<file path="config.mk">
export PLATFORM = sky130hd
export DESIGN_NAME = symbol_trade_stats
export DESIGN_NICKNAME = d
export VERILOG_FILES = /design/src/rtl/symbol_stats_pkg.sv /design/src/rtl/symbol_cam_lookup.sv /design/src/rtl/symbol_trade_stats.sv
export SDC_FILE = /design/constraint.sdc
export NUM_CORES = 2
export LEC_CHECK = 0
export CAP_MARGIN = 20
export CORE_ASPECT_RATIO = 0.75
export CORE_MARGIN = 8
export CORE_UTILIZATION = 35
export CTS_BUF_LIST = sky130_fd_sc_hd__clkbuf_8
export DETAILED_ROUTE_END_ITERATION = 12
export DONT_BUFFER_PORTS = 1
export PLACE_DENSITY = 0.47
export SYNTH_ARGS = -nofsm -noshare
export SYNTH_HDL_FRONTEND = slang
export SYNTH_SLANG_ARGS = --single-unit
</file>
<file path="constraint.sdc">
create_clock -name clk -period 6.8 [get_ports clk]
set_input_delay 1.7 -clock clk [delete_from_list [all_inputs] [get_ports clk]]
set_output_delay 1.7 -clock clk [all_outputs]
set_load 0.005 [all_outputs]
</file>
<file path="src/rtl/symbol_stats_pkg.sv">
// rtl/symbol_stats_pkg.sv - shared message/state types for the per-symbol trade statistics block
package symbol_stats_pkg;

  typedef enum logic [1:0] {
    MSG_UNDEF = 2'b00,
    MSG_TRADE = 2'b01,
    MSG_QUOTE = 2'b10,
    MSG_ORDER = 2'b11
  } msg_type_t;

  typedef enum logic [1:0] {
    ST_IDLE,
    ST_LOOKUP,
    ST_UPDATE,
    ST_EMIT
  } stats_state_t;

  // Default field widths of one table entry (valid, symbol, last_price, volume).
  localparam int ENTRY_SYMBOL_WIDTH = 32;
  localparam int ENTRY_PRICE_WIDTH  = 32;
  localparam int ENTRY_VOLUME_WIDTH = 48;

  typedef struct packed {
    logic                          valid;
    logic [ENTRY_SYMBOL_WIDTH-1:0] symbol;
    logic [ENTRY_PRICE_WIDTH-1:0]  last_price;
    logic [ENTRY_VOLUME_WIDTH-1:0] volume;
  } stats_entry_t;

endpackage

</file>
<file path="src/rtl/symbol_cam_lookup.sv">
// rtl/symbol_cam_lookup.sv - parallel symbol compare with lowest-index hit and free-slot encoders
module symbol_cam_lookup #(
  parameter int NUM_SYMBOLS  = 8,
  parameter int SYMBOL_WIDTH = 32,
  parameter int IDX_WIDTH    = $clog2(NUM_SYMBOLS)
) (
  input  logic [NUM_SYMBOLS-1:0]  entry_valid,
  input  logic [SYMBOL_WIDTH-1:0] entry_symbol [NUM_SYMBOLS],
  input  logic [SYMBOL_WIDTH-1:0] key,
  output logic                    hit,
  output logic [IDX_WIDTH-1:0]    hit_idx,
  output logic [IDX_WIDTH-1:0]    free_idx,
  output logic                    full
);

  logic [NUM_SYMBOLS-1:0] match;

  // Scan from the top so the lowest matching / free index wins.
  always_comb begin
    match    = '0;
    hit_idx  = '0;
    free_idx = '0;
    for (int i = NUM_SYMBOLS - 1; i >= 0; i--) begin
      match[i] = entry_valid[i] && (entry_symbol[i] == key);
      if (match[i])       hit_idx  = IDX_WIDTH'(i);
      if (!entry_valid[i]) free_idx = IDX_WIDTH'(i);
    end
    hit  = |match;
    full = &entry_valid;
  end

endmodule

</file>
<file path="src/rtl/symbol_trade_stats.sv">
// rtl/symbol_trade_stats.sv - per-symbol last price / cumulative volume table emitting enriched trade events
// Optional table clear input enabled by SYMBOL_STATS_CLEAR_EN.
module symbol_trade_stats
  import symbol_stats_pkg::*;
#(
  parameter int NUM_SYMBOLS    = 8,
  parameter int SYMBOL_WIDTH   = 32,
  parameter int PRICE_WIDTH    = 32,
  parameter int QUANTITY_WIDTH = 32,
  parameter int VOLUME_WIDTH   = 48,
  parameter int CNT_WIDTH      = 16
) (
  input  logic                           clk,
  input  logic                           rst_n,
`ifdef SYMBOL_STATS_CLEAR_EN
  input  logic                           clear,
`endif
  input  logic                           in_valid,
  output logic                           in_ready,
  input  logic [SYMBOL_WIDTH-1:0]        in_symbol,
  input  logic [PRICE_WIDTH-1:0]         in_price,
  input  logic [QUANTITY_WIDTH-1:0]      in_quantity,
  input  logic [1:0]                     in_msg_type,
  output logic                           out_valid,
  input  logic                           out_ready,
  output logic [SYMBOL_WIDTH-1:0]        out_symbol,
  output logic [PRICE_WIDTH-1:0]         out_price,
  output logic [PRICE_WIDTH:0]           out_delta,
  output logic [VOLUME_WIDTH-1:0]        out_volume,
  output logic [$clog2(NUM_SYMBOLS)-1:0] out_index,
  output logic                           out_first,
  output logic [CNT_WIDTH-1:0]           drop_count,
  output logic [CNT_WIDTH-1:0]           ignore_count
);

  localparam int IDX_WIDTH = $clog2(NUM_SYMBOLS);
  localparam int SUM_WIDTH = VOLUME_WIDTH + 1;

  // Same layout as stats_entry_t, sized by this instance's parameters.
  typedef struct packed {
    logic                    valid;
    logic [SYMBOL_WIDTH-1:0] symbol;
    logic [PRICE_WIDTH-1:0]  last_price;
    logic [VOLUME_WIDTH-1:0] volume;
  } entry_t;

  stats_state_t                state_q, state_d;
  entry_t                      table_q [NUM_SYMBOLS];
  logic [NUM_SYMBOLS-1:0]      entry_valid;
  logic [SYMBOL_WIDTH-1:0]     entry_symbol [NUM_SYMBOLS];
  logic [SYMBOL_WIDTH-1:0]     sym_q;
  logic [PRICE_WIDTH-1:0]      price_q;
  logic [QUANTITY_WIDTH-1:0]   qty_q;
  logic                        hit, full, hit_q, full_q;
  logic [IDX_WIDTH-1:0]        hit_idx, free_idx, hit_idx_q, free_idx_q;
  logic [SUM_WIDTH-1:0]        vol_sum;
  logic [VOLUME_WIDTH-1:0]     vol_next;
  logic [PRICE_WIDTH:0]        delta;
  logic                        clear_req;
  logic                        is_trade;

`ifdef SYMBOL_STATS_CLEAR_EN
  assign clear_req = clear;
`else
  assign clear_req = 1'b0;
`endif

  assign in_ready  = (state_q == ST_IDLE) && !clear_req;
  assign out_valid = (state_q == ST_EMIT);
  assign is_trade  = (msg_type_t'(in_msg_type) == MSG_TRADE);

  always_comb begin
    for (int i = 0; i < NUM_SYMBOLS; i++) begin
      entry_valid[i]  = table_q[i].valid;
      entry_symbol[i] = table_q[i].symbol;
    end
  end

  symbol_cam_lookup #(
    .NUM_SYMBOLS (NUM_SYMBOLS),
    .SYMBOL_WIDTH(SYMBOL_WIDTH),
    .IDX_WIDTH   (IDX_WIDTH)
  ) u_cam (
    .entry_valid (entry_valid),
    .entry_symbol(entry_symbol),
    .key         (sym_q),
    .hit         (hit),
    .hit_idx     (hit_idx),
    .free_idx    (free_idx),
    .full        (full)
  );

  // One extra bit catches the carry so the volume pins at all-ones instead of wrapping.
  always_comb begin
    vol_sum  = {1'b0, table_q[hit_idx_q].volume} + SUM_WIDTH'(qty_q);
    vol_next = vol_sum[VOLUME_WIDTH] ? '1 : vol_sum[VOLUME_WIDTH-1:0];
    delta    = {1'b0, price_q} - {1'b0, table_q[hit_idx_q].last_price};
  end

  always_comb begin
    state_d = state_q;
    case (state_q)
      ST_IDLE:   if (in_valid && in_ready && is_trade) state_d = ST_LOOKUP;
      ST_LOOKUP: state_d = ST_UPDATE;
      ST_UPDATE: state_d = (hit_q || !full_q) ? ST_EMIT : ST_IDLE;
      ST_EMIT:   if (out_ready) state_d = ST_IDLE;
      default:   state_d = ST_IDLE;
    endcase
  end

  always_ff @(posedge clk or negedge rst_n) begin
    if (!rst_n) begin
      state_q      <= ST_IDLE;
      for (int i = 0; i < NUM_SYMBOLS; i++) table_q[i] <= '0;
      sym_q        <= '0;
      price_q      <= '0;
      qty_q        <= '0;
      hit_q        <= 1'b0;
      full_q       <= 1'b0;
      hit_idx_q    <= '0;
      free_idx_q   <= '0;
      out_symbol   <= '0;
      out_price    <= '0;
      out_delta    <= '0;
      out_volume   <= '0;
      out_index    <= '0;
      out_first    <= 1'b0;
      drop_count   <= '0;
      ignore_count <= '0;
    end else begin
      state_q <= state_d;
      case (state_q)
        ST_IDLE: begin
          if (clear_req) begin
            for (int i = 0; i < NUM_SYMBOLS; i++) table_q[i].valid <= 1'b0;
          end else if (in_valid) begin
            if (is_trade) begin
              sym_q   <= in_symbol;
              price_q <= in_price;
              qty_q   <= in_quantity;
            end else if (~&ignore_count) begin
              ignore_count <= ignore_count + CNT_WIDTH'(1);
            end
          end
        end
        ST_LOOKUP: begin
          hit_q      <= hit;
          hit_idx_q  <= hit_idx;
          free_idx_q <= free_idx;
          full_q     <= full;
        end
        ST_UPDATE: begin
          if (hit_q) begin
            table_q[hit_idx_q].last_price <= price_q;
            table_q[hit_idx_q].volume     <= vol_next;
            out_symbol <= sym_q;
            out_price  <= price_q;
            out_delta  <= delta;
            out_volume <= vol_next;
            out_index  <= hit_idx_q;
            out_first  <= 1'b0;
          end else if (!full_q) begin
            table_q[free_idx_q] <= '{valid: 1'b1, symbol: sym_q, last_price: price_q,
                                     volume: VOLUME_WIDTH'(qty_q)};
            out_symbol <= sym_q;
            out_price  <= price_q;
            out_delta  <= '0;
            out_volume <= VOLUME_WIDTH'(qty_q);
            out_index  <= free_idx_q;
            out_first  <= 1'b1;
          end else if (~&drop_count) begin
            drop_count <= drop_count + CNT_WIDTH'(1);
          end
        end
        default: ;
      endcase
    end
  end

endmodule

</file>
==> metrics <==
clk_lat worst skew 0.95 ns; switching pwr 13750 µW; Clk pwr share 21.0%; Flop pwr share 37.8%; post-synthesis sequential area ratio 50.80%; Die ar. 181100 µm²; vias 46200; fin crit share 87.65%; Final nets 5875; placed cell count 7743; Post-CTS Setup Inserts 0; worst r2r src hit_idx_q[1]; I/O Buffers 0; drt via density 5.696; Root Buffer clkbuf_8; Mapped Cells 5817; RSZ-0062 raised after global routing false; Synth top cells by count dfrtp_1 (1191), nand2_1 (987), mux2_2 (454); synthesized area 58670 µm²; most area-consuming cells after synthesis dfrtp_1 (51%), mux2_2 (8.7%), nand2_1 (6.3%), o21ai_0 (3.4%), a21oi_1 (2.9%); Setup-failing EPs final 0; CP max FO 35; CTS buffer count 201; layout cells sized above 1 17.17%; WP data arrival 6.71 ns; most common cell in the synthesized netlist dfrtp_1; vias in the first global route 45890; Seq cells post-synth 1191; Detail Placement HPWL 131.9 mm; Max-slew headroom 9.516%; Pint 17820 µW; FMAX 167.8 MHz; DRT Pass-1 Iters 6; # hold bufs at CTS 0; Worst setup EP type flip-flop; Ports 285; Final ANT Viol Nets 0; Clock Skew 0.04094 ns; Place WS 1.053 ns; clock slew at reported path FFs 0.06 ns; CP Launch Point hit_idx_q[1]; initial drt markers 4656; clock sink count 1191; GRT overflow 0; total power 31570 µW; Multi-input gate area 27190 µm²; Synth cell types 81; Storage cell area 29820 µm²; syn avg cell area 10.09 µm²; Sw Share 43.56%; startpoint types flip-flop; die width 488.8 µm; Final Hold Vio Count 0; post-layout instance area 65450 µm²; Tightest Pin Transition 1.357 ns; fin crit period 5.961 ns; CTS tree done; Main synth FF type dfrtp_1; post-DR wirelength/cell 26.86 µm; final WL 217.8 mm; GPL Wtd Cong 0.9039; number of synthesized flops with an enable pin 0; clk buf depth 3; WP data required 7.55 ns; final worst slack 0.8395 ns; dpl cell area 61350 µm²; Total GRT Usage 23.45%; leak pwr 0.02967 µW; Fillers 16480; post_cts resized 0; core box area 167000 µm²; initial core utilization 35.12%; Yosys top cell by area dfrtp_1; worst hold path class in -> async; Setup TNS 0 ns; max-cap viol count 0; pwr dens 482.3 nW/µm²; WS Path Type reg -> reg; largest net degree at the start of global routing 214; Remaining DRCs 0; Max Slew Vio Count 0; Net Count, Synth 5987; non-filler cells, final 8111; YS warnings 0; row count 130; share of the synthesized area in the top cell type 50.80%; Vert. Die Dim 370.6 µm; VDD IR-drop max 322.8 µV; first-pass GRT wire length 322.0 mm; area delta synth->final 11.54%; Async SR Flop Fraction 100.0%; H-tree depth 4; Comb pwr share 41.2%; status completed; initial antenna violation count 10
critical path: stages (launching register included):
cell and delay [ns]:
dfrtp_4 0.89, buf_4 0.49, and2_2 0.31, buf_4 0.27, buf_4 0.30, a22oi_1 0.11
o22ai_1 0.15, ha_1 0.30, inv_1 0.11, nor3_1 0.35, a211oi_1 0.16, o21bai_1 0.57
nand3_1 0.25, or4_1 0.52, a21oi_1 0.74, o21ai_0 0.22
placed cells by master (no fill, tap or decap), types with 15 or more instances in the layout:
master,n
a211oi_1,15
a21o_1,30
a21oi_1,337
a221oi_1,66
a22o_1,57
a22oi_1,142
a31oi_1,23
a32o_1,65
and3_1,58
buf_4,135
clkbuf_8,250
clkinv_2,18
dfrtp_1,1187
ha_1,66
inv_1,102
mux2_2,454
mux2i_1,115
nand2_1,977
nand2b_1,16
nand3_1,56
nand4_1,58
nor2_1,343
nor2b_1,24
nor3_1,31
nor4_1,36
o211ai_1,25
o21a_1,17
o21ai_0,394
o21ai_1,62
o221ai_1,23
o22ai_1,43
xnor2_1,177
xor2_1,154
logic make-up after synthesis:
group	count (synthesis)	share of synthesized area, %
AOI/OAI and AO/OA	1442	15.96
xor gates and xnor gates	331	4.941
and+or+nand+nor	1699	12.29
muxes	585	11.17
DFF	1191	50.80
adders and majority gates	68	1.476
buffers and inverters	501	3.361
per-layer routing:
metal  vias to the layer above  GRT usage [%]  share of wire (%)
li1                      20400              -                  -
met1                     23540          34.97                 47
met2                      1865          33.73                 42
met4                         8          6.309                2.6
met3                       380          5.743                8.3
met5                         -              0              0.022
power by group through the flow:
stage | Sequential [µW] | Clock (µW) | Combinational (µW)
2_1_floorplan | 10800 | 0 | 9260
3_3_place_gp | 12000 | 0 | 12700
3_5_place_dp | 12000 | 0 | 12900
4_1_cts | 11900 | 6830 | 12900
5_1_grt | 12300 | 7170 | 14200
6_report | 11900 | 6620 | 13000
worst paths after layout:
| kind | end | slack (ns) | depth (start not counted) |
|---|---|---|---|
| min in group clk | table_q[712] | 0.47 | 2 |
| max | table_q[384] | 0.84 | 15 |
| max reg2reg | table_q[384] | 0.84 | 15 |
| min | ignore_count[12] | 0.47 | 0 |
| max in group asynchronous | table_q[854] | 3.37 | 4 |
| min reg2reg | table_q[712] | 0.47 | 2 |
metrics by stage:
step	utilization, %	hold slack (ns)
global route	39.18	0.3654
floorplan	-	0.4407
detailed placement	36.73	0.4570
finish	39.18	0.4694
CTS	39.15	0.3646
global placement	36.70	0.4526
flip-flops by register name (all words and copies together) (netlist names):
signal        cells
full_q            1
price_q          32
hit_q             1
out_volume       48
free_idx_q        3
out_first         1
entry_valid       8
qty_q            32
table_q         640
entry_symbol    256
state_q           2
out_symbol       32
sym_q            32
out_index         3
out_delta        33
ignore_count     16
drop_count       16
hit_idx_q         3
out_price        32
cell type report:
class | instances | share of cell area (%)
clock inverter | 108 | 0.9291
inverter | 31 | 0.1797
sequential | 1191 | 45.56
tap | 2244 | 4.290
antenna | 7 | 0.02677
multi-input combinational | 4125 | 41.55
clock buffer | 250 | 5.257
timing repair buffer | 155 | 2.206
(Power assumes the default switching activity.)
